**config.mk**
```make
export PLATFORM = sky130hd
export DESIGN_NAME = bus_arbiter_n
export DESIGN_NICKNAME = d
export VERILOG_FILES = /design/src/rtl/bus_arbiter_n_pkg.sv /design/src/rtl/bus_arbiter_n_picker.sv /design/src/rtl/bus_arbiter_n.sv
export SDC_FILE = /design/constraint.sdc
export NUM_CORES = 1
export LEC_CHECK = 0
export CORE_ASPECT_RATIO = 0.7
export CORE_MARGIN = 2
export CORE_UTILIZATION = 34
export CTS_CLUSTER_SIZE = 12
export DETAILED_ROUTE_END_ITERATION = 10
export GPL_ROUTABILITY_DRIVEN = 0
export PLACE_DENSITY = 0.9
export SLEW_MARGIN = 0
export SYNTH_ARGS = -nofsm -noshare
export SYNTH_HDL_FRONTEND = slang
export SYNTH_HIERARCHICAL = 1
export SYNTH_SLANG_ARGS = --single-unit
```
**constraint.sdc**
```tcl
create_clock -name i_clk -period 3.8 [get_ports i_clk]
set_input_delay 0.76 -clock i_clk [delete_from_list [all_inputs] [get_ports i_clk]]
set_output_delay 0.76 -clock i_clk [all_outputs]
set_load 0.01 [all_outputs]
```
**src/rtl/bus_arbiter_n_pkg.sv**
```systemverilog
// Shared types and helpers for the N-master system bus arbiter.
// Latency: n/a (declarations only).
// Backpressure: n/a.
package bus_arbiter_n_pkg;

  localparam int ARB_ADDR_W = 16;
  localparam int ARB_DATA_W = 8;

  typedef enum logic {
    IDLE = 1'b0,
    BUSY = 1'b1
  } arb_state_e;

  // Low bit of master k's slice in a flattened per-master bus of width w.
  function automatic int slice_lo(input int k, input int w);
    return k * w;
  endfunction

endpackage

```
**src/rtl/bus_arbiter_n_picker.sv**
```systemverilog
// rr_priority_picker: one-hot winner from a request vector, fixed or round-robin.
// Latency: purely combinational.
// Backpressure: none; the caller decides when the winner is taken.
// Ports: req (request vector), ptr (last winner, rr mode only), rr_mode,
//        winner (one-hot), win_idx (binary index of winner), found (any req).
module rr_priority_picker #(
  parameter int N  = 3,
  parameter int IW = (N < 2) ? 1 : $clog2(N)
) (
  input  logic [N-1:0]  req,
  input  logic [IW-1:0] ptr,
  input  logic          rr_mode,
  output logic [N-1:0]  winner,
  output logic [IW-1:0] win_idx,
  output logic          found
);

  logic [IW-1:0] idx;

  // Fixed mode scans 0..N-1; round-robin scans ptr+1, ptr+2, ... modulo N,
  // so the previous winner is considered last.
  always_comb begin
    winner  = '0;
    win_idx = '0;
    found   = 1'b0;
    idx     = '0;
    for (int off = 1; off <= N; off++) begin
      if (rr_mode) idx = IW'((int'(ptr) + off) % N);
      else         idx = IW'(off - 1);
      if (!found && req[idx]) begin
        found       = 1'b1;
        winner[idx] = 1'b1;
        win_idx     = idx;
      end
    end
  end

endmodule

```
**src/rtl/bus_arbiter_n.sv**
```systemverilog
// bus_arbiter_n: N-master shared-bus arbiter with registered one-hot grant.
// Latency: grant registers 1 cycle after req in IDLE; ack/err are same-cycle.
// Backpressure: masters hold req until ack/err; one mandatory IDLE cycle per transaction.
// Ports: i_clk, i_reset (sync, high); per-master i_m_req/i_m_we/i_m_addr/i_m_dat in,
//        o_m_grant/o_m_ack/o_m_err out; slave side o_cs/o_we/o_addr/o_dat out,
//        i_dat/i_ack in; o_rdat is i_dat broadcast; o_busy high while BUSY.
module bus_arbiter_n
  import bus_arbiter_n_pkg::*;
#(
  parameter int NUM_MASTERS = 3,
  parameter int ADDR_W      = ARB_ADDR_W,
  parameter int DATA_W      = ARB_DATA_W,
  parameter int RR_MODE     = 0,
  parameter int TIMEOUT     = 255
) (
  input  logic                        i_clk,
  input  logic                        i_reset,
  input  logic [NUM_MASTERS-1:0]      i_m_req,
  input  logic [NUM_MASTERS-1:0]      i_m_we,
  input  logic [NUM_MASTERS*ADDR_W-1:0] i_m_addr,
  input  logic [NUM_MASTERS*DATA_W-1:0] i_m_dat,
  output logic [NUM_MASTERS-1:0]      o_m_grant,
  output logic [NUM_MASTERS-1:0]      o_m_ack,
  output logic [NUM_MASTERS-1:0]      o_m_err,
  output logic [DATA_W-1:0]           o_rdat,
  output logic [ADDR_W-1:0]           o_addr,
  output logic [DATA_W-1:0]           o_dat,
  output logic                        o_we,
  output logic                        o_cs,
  input  logic [DATA_W-1:0]           i_dat,
  input  logic                        i_ack,
  output logic                        o_busy
);

  localparam int PTR_W = (NUM_MASTERS < 2) ? 1 : $clog2(NUM_MASTERS);
  localparam int CNT_W = (TIMEOUT < 2) ? 1 : $clog2(TIMEOUT);
  // Counter reads 0 on the first BUSY cycle, so the TIMEOUT-th cycle sees TIMEOUT-1.
  localparam logic [CNT_W-1:0] CNT_LAST = CNT_W'((TIMEOUT == 0) ? 0 : TIMEOUT - 1);

  arb_state_e                 state_q, state_d;
  logic [NUM_MASTERS-1:0]     grant_q, grant_d;
  logic [PTR_W-1:0]           ptr_q, ptr_d;
  logic [CNT_W-1:0]           cnt_q, cnt_d;

  logic [NUM_MASTERS-1:0]     pick;
  logic [PTR_W-1:0]           pick_idx;
  logic                       pick_any;
  logic                       busy;
  logic                       granted_req;
  logic                       timeout_hit;
  logic [ADDR_W-1:0]          addr_mux;
  logic [DATA_W-1:0]          dat_mux;

  rr_priority_picker #(
    .N  (NUM_MASTERS),
    .IW (PTR_W)
  ) u_picker (
    .req     (i_m_req),
    .ptr     (ptr_q),
    .rr_mode (RR_MODE != 0),
    .winner  (pick),
    .win_idx (pick_idx),
    .found   (pick_any)
  );

  assign busy        = (state_q == BUSY);
  assign granted_req = |(i_m_req & grant_q);
  // Ack has priority over timeout; a dropped request aborts silently.
  assign timeout_hit = (TIMEOUT != 0) && busy && (cnt_q == CNT_LAST)
                       && !i_ack && granted_req;

  always_comb begin
    state_d = state_q;
    grant_d = grant_q;
    ptr_d   = ptr_q;
    cnt_d   = cnt_q;
    case (state_q)
      IDLE: begin
        cnt_d = '0;
        if (pick_any) begin
          state_d = BUSY;
          grant_d = pick;
          ptr_d   = pick_idx;
        end
      end
      BUSY: begin
        cnt_d = cnt_q + 1'b1;
        if (i_ack || !granted_req || timeout_hit) begin
          state_d = IDLE;
          grant_d = '0;
          cnt_d   = '0;
        end
      end
      default: begin
        state_d = IDLE;
        grant_d = '0;
        cnt_d   = '0;
      end
    endcase
  end

  always_ff @(posedge i_clk) begin
    if (i_reset) begin
      state_q <= IDLE;
      grant_q <= '0;
      ptr_q   <= PTR_W'(NUM_MASTERS - 1);
      cnt_q   <= '0;
    end else begin
      state_q <= state_d;
      grant_q <= grant_d;
      ptr_q   <= ptr_d;
      cnt_q   <= cnt_d;
    end
  end

  // Grant is one-hot (or zero), so OR-ing the selected slices is a clean mux.
  always_comb begin
    addr_mux = '0;
    dat_mux  = '0;
    for (int k = 0; k < NUM_MASTERS; k++) begin
      if (grant_q[k]) begin
        addr_mux = addr_mux | i_m_addr[slice_lo(k, ADDR_W) +: ADDR_W];
        dat_mux  = dat_mux  | i_m_dat[slice_lo(k, DATA_W) +: DATA_W];
      end
    end
  end

  assign o_m_grant = grant_q;
  assign o_m_ack   = {NUM_MASTERS{i_ack & busy}} & grant_q;
  assign o_m_err   = {NUM_MASTERS{timeout_hit}} & grant_q;
  assign o_busy    = busy;
  assign o_cs      = busy;
  assign o_we      = busy & |(i_m_we & grant_q);
  assign o_addr    = busy ? addr_mux : '0;
  assign o_dat     = busy ? dat_mux : '0;
  assign o_rdat    = i_dat;

endmodule

```
# == After elaboration in Yosys (flattened, before gate mapping) ==
# Cells that the tools add are included.
# word_totals
reg_bits,12
input_bits,89
out_inout_bits,44
elab_cells,54
# classes
add_sub_neg,1
n_eq_ne,3
n_mux,22
n_bitwise,11
reduce_logical,14
# op_table
op,n
two-way mux 16 bit,4
two-way mux 8 bit,5
bitwise OR 16 bit,2
bitwise OR 8 bit,2
case mux 8 bit (2 select lines),1
bitwise AND 3 bit,4
two-way mux 3 bit,3
"adder 8 x 1 -> 8 bit, second input constant",1
"== test 8 bit, second input constant",1
two-way mux 1 bit,6
case mux 3 bit (2 select lines),1
OR reduction 3 bit,2
logical AND 1 bit,5
zero test 1 bit,4
bitwise AND 1 bit,2
logical OR 1 bit,2
two-way mux 2 bit,1
"!= test 2 x 1 -> 1 bit, second input constant",1
"!= test 2 bit, second input constant",1
case mux 1 bit (2 select lines),1
AND reduction 2 bit,1
NOT 1 bit,1

# == Longest topological paths before layout ==
# depth
word_depth,9
depth_mapped,11
mapped_depth_nobuf,9

# == By module ==
# Netlist, hierarchy kept.
# modules_own_cells
module,n_inst,cells_per_inst,area_per_inst_um2,seq_area_each_um2
bus_arbiter_n,1,142,1188.6,280.3
rr_priority_picker,1,44,287.8,0.0

# == Least setup slack after synthesis ==
# No wires, ideal clock.
# synth_path
kind,input-to-output
from,in i_m_req[0]
to,out o_m_err[0]
arrival_ns,1.415
slack_ns,1.625
stages,3
n_path_buf,0
cell_sequence,a222oi_1 -> nor2_2 -> and3_1
# synth_between
elab_chain_len,4
# synth_rtl
item,line_no,source
"start, declared",bus_arbiter_n.sv:18,"input logic [NUM_MASTERS-1:0] i_m_req,"
bitwise AND 3 bit,bus_arbiter_n.sv:67,assign granted_req = |(i_m_req & grant_q);
OR reduction 3 bit,bus_arbiter_n.sv:67,
logical AND 1 bit,bus_arbiter_n.sv:70,&& !i_ack && granted_req;
bitwise AND 3 bit,bus_arbiter_n.sv:130,assign o_m_err = {NUM_MASTERS{timeout_hit}} & grant_q;
"end, declared",bus_arbiter_n.sv:24,"output logic [NUM_MASTERS-1:0] o_m_err,"
# Every way passes these cells.

# == Worst setup path in the final report ==
# layout_path
from,in i_m_req[1]
to,out o_m_err[1]
# The elaborated chain is that of the path after synthesis.

==> reports/results.txt <==
status: complete, no violations
Die Y: 59.14 µm
vias in the first global route: 1613
Root Buffer: clkbuf_8
total gr overflow: 0
routed wire length: 5335 µm
total die area: 0.004894 mm²
Layout area overhead: 81.02%
H-tree depth: 1
Distinct cells, synth: 42
DR vias: 1915
Post-Syn Area: 0.001476 mm²
DRT Pass-1 Iters: 6
clock tree buffer depth: 2
Layout fillers: 391
largest net degree at the start of global routing: 34
hold slack: 0.4649 ns
IO Port Bufs: 116
Critical Path Start Type: input pin
first-pass GRT wire length: 7624 µm
DIE WIDTH: 82.76 µm
fin crit share: 85.74%
# IOs: 133
Initial Util: 34.71%
synth cell count leaders: nor2b_1 (28), a222oi_1 (26), nor2_1 (15), dfxtp_1 (14), buf_4 (10)
Async S/R FF share, synth: 0%
WL per Instance: 15.20 µm
ant diodes: 0
Mapped Cells: 186
hold-fix buffer count after cts: 0
1st-iter DRT viols: 224
hpwl dp: 4020 µm
top-count cell post-synth: nor2b_1
synth warn: 6
Post-CTS Resized: 0
RSZ-0062 raised after global routing: no
critical path class: input pin to output pin
main area contributors after synthesis: dfxtp_1 (19%), a222oi_1 (18%), nor2b_1 (12%)
Final Cell Area: 0.002673 mm²
Max FO, Critical Path: 6
Slew headroom: 55.27%
Power Total: 640.0 µW
max-cap violations: 0
clk_skew: 0.003962 ns
EDFF count, synth: 0
Post-synth top flop: dfxtp_1
share of layout cells above drive strength 1: 5.405%
worst vdd ir: 214.1 µV
Yosys top cell area share: 18.98%
synthesis-stage register bit count: 14
worst endpoint required time: 3.04 ns
Slew Limit Fails: 0
Residual DRC: 0
worst hold path class: flop to flop
clk_lat worst skew: 0.24 ns
syn avg cell area: 7.938 µm²
DRT antenna net count: 0
endpoints failing setup: 0
final hold violations: 0
fin crit period: 3.258 ns
Worst Setup End Kind: output pin
post-route setup TNS: 0 ns
f_max: 306.9 MHz
dominant cell type by area after synthesis: dfxtp_1
critical path arrival: 2.50 ns
GR Util All Layers: 19.98%
Seq/Total Area, Yosys: 18.98%
# clock sinks: 14
Site Rows: 20
placed inst area: 0.002618 mm²
Slew @ Worst Pin: 0.6696 ns
routed vias/inst: 5.456
CTS tree: built
cts bufs inserted: 3
setup bufs post-CTS: 0
Core Footprint: 0.004254 mm²
pwr/cell area: 239.5 mW/mm²
initial antenna violation count: 0
CTS clk-pin slew, worst paths: 0.06 ns
P_leak: 0.0009601 µW
Nets: 390
## stage by stage
stage | cells | utilization, % | setup slack, ns
after global placement | 347 | 61.53 | 0.5345
after detailed placement | 347 | 61.53 | 0.5610
final | 351 | 62.82 | 0.5421
after floorplan | 194 | - | 1.625
after global routing | 351 | 62.82 | 0.4379
after CTS | 351 | 62.82 | 0.5432
## cells in the final DEF, fill, tap and decap left out, drive strengths merged, types with 4 or more instances in the layout
| cell type | n |
|---|---|
| a21oi | 7 |
| a222oi | 26 |
| and3 | 7 |
| buf | 5 |
| clkbuf | 4 |
| clkdlybuf4s50 | 116 |
| conb | 9 |
| dfxtp | 14 |
| ha | 4 |
| inv | 8 |
| nand2 | 9 |
| nor2 | 16 |
| nor2b | 28 |
| o21ai | 4 |
## worst max-delay path, cell delays in order
cell and delay (ns):
clkdlybuf4s50_1 0.50, a222oi_1 0.41, nor2_2 0.13, and3_1 0.21, clkdlybuf4s50_1 0.48
## flip-flops by register name, indices dropped and copies added (netlist names)
name / count
cnt_q: 8
o_busy: 1
o_m_grant: 3
ptr_q: 2
## final cells by class
class                   count  area, µm²  share of cell area (%)
inverters                   8      30.03                   1.124
repair buffers            121       1199                   44.85
multi-input cells         149       1040                   38.90
well taps                  55      68.82                   2.575
clock buffers               4      55.05                   2.060
flip-flops and latches     14      280.3                   10.49
## cells by family (layout without fill, tap and decap cells)
logic type | count (synthesis) | after routing | share of synthesized area (%)
and+or+nand+nor | 75 | 75 | 28.81
other | 1 | 9 | 0.2540
muxes | 2 | 2 | 1.356
DFF | 14 | 14 | 18.98
buffers and inverters | 31 | 133 | 12.63
xor gates and xnor gates | 6 | 6 | 3.560
AOI/OAI and AO/OA | 53 | 53 | 31.02
adders and majority gates | 4 | 4 | 3.390
## power by group
group | leakage, µW | switching (µW) | internal, µW
sequential | 0.000114 | 8.61 | 155
combinational | 0.000818 | 146 | 188
clock | 0.0000288 | 50.9 | 91.7
total | 0.000960 | 205 | 434
## layer usage
layer,GRT usage [%],routed length (µm),vias to the layer above
met5,0,0,-
met2,33.06,2563,97
li1,-,-,922
met4,1.874,0,0
met3,5.030,473,0
met1,27.43,2298,896
## path summary, 6_finish.rpt
| kind | cells after the start | start | slack, ns | end |
|---|---|---|---|---|
| setup reg to reg | 7 | ptr_q[0]$_SDFFE_PP0P_ | 1.33 | ptr_q[1]$_SDFFE_PP1P_ |
| setup / recovery | 5 | i_m_req[1] | 0.54 | o_m_err[1] |
| hold / removal | 1 | cnt_q[0]$_SDFF_PP0_ | 0.46 | cnt_q[0]$_SDFF_PP0_ |
| hold reg to reg | 1 | cnt_q[0]$_SDFF_PP0_ | 0.46 | cnt_q[0]$_SDFF_PP0_ |
Note: power is estimated with default switching activity, not from simulation.
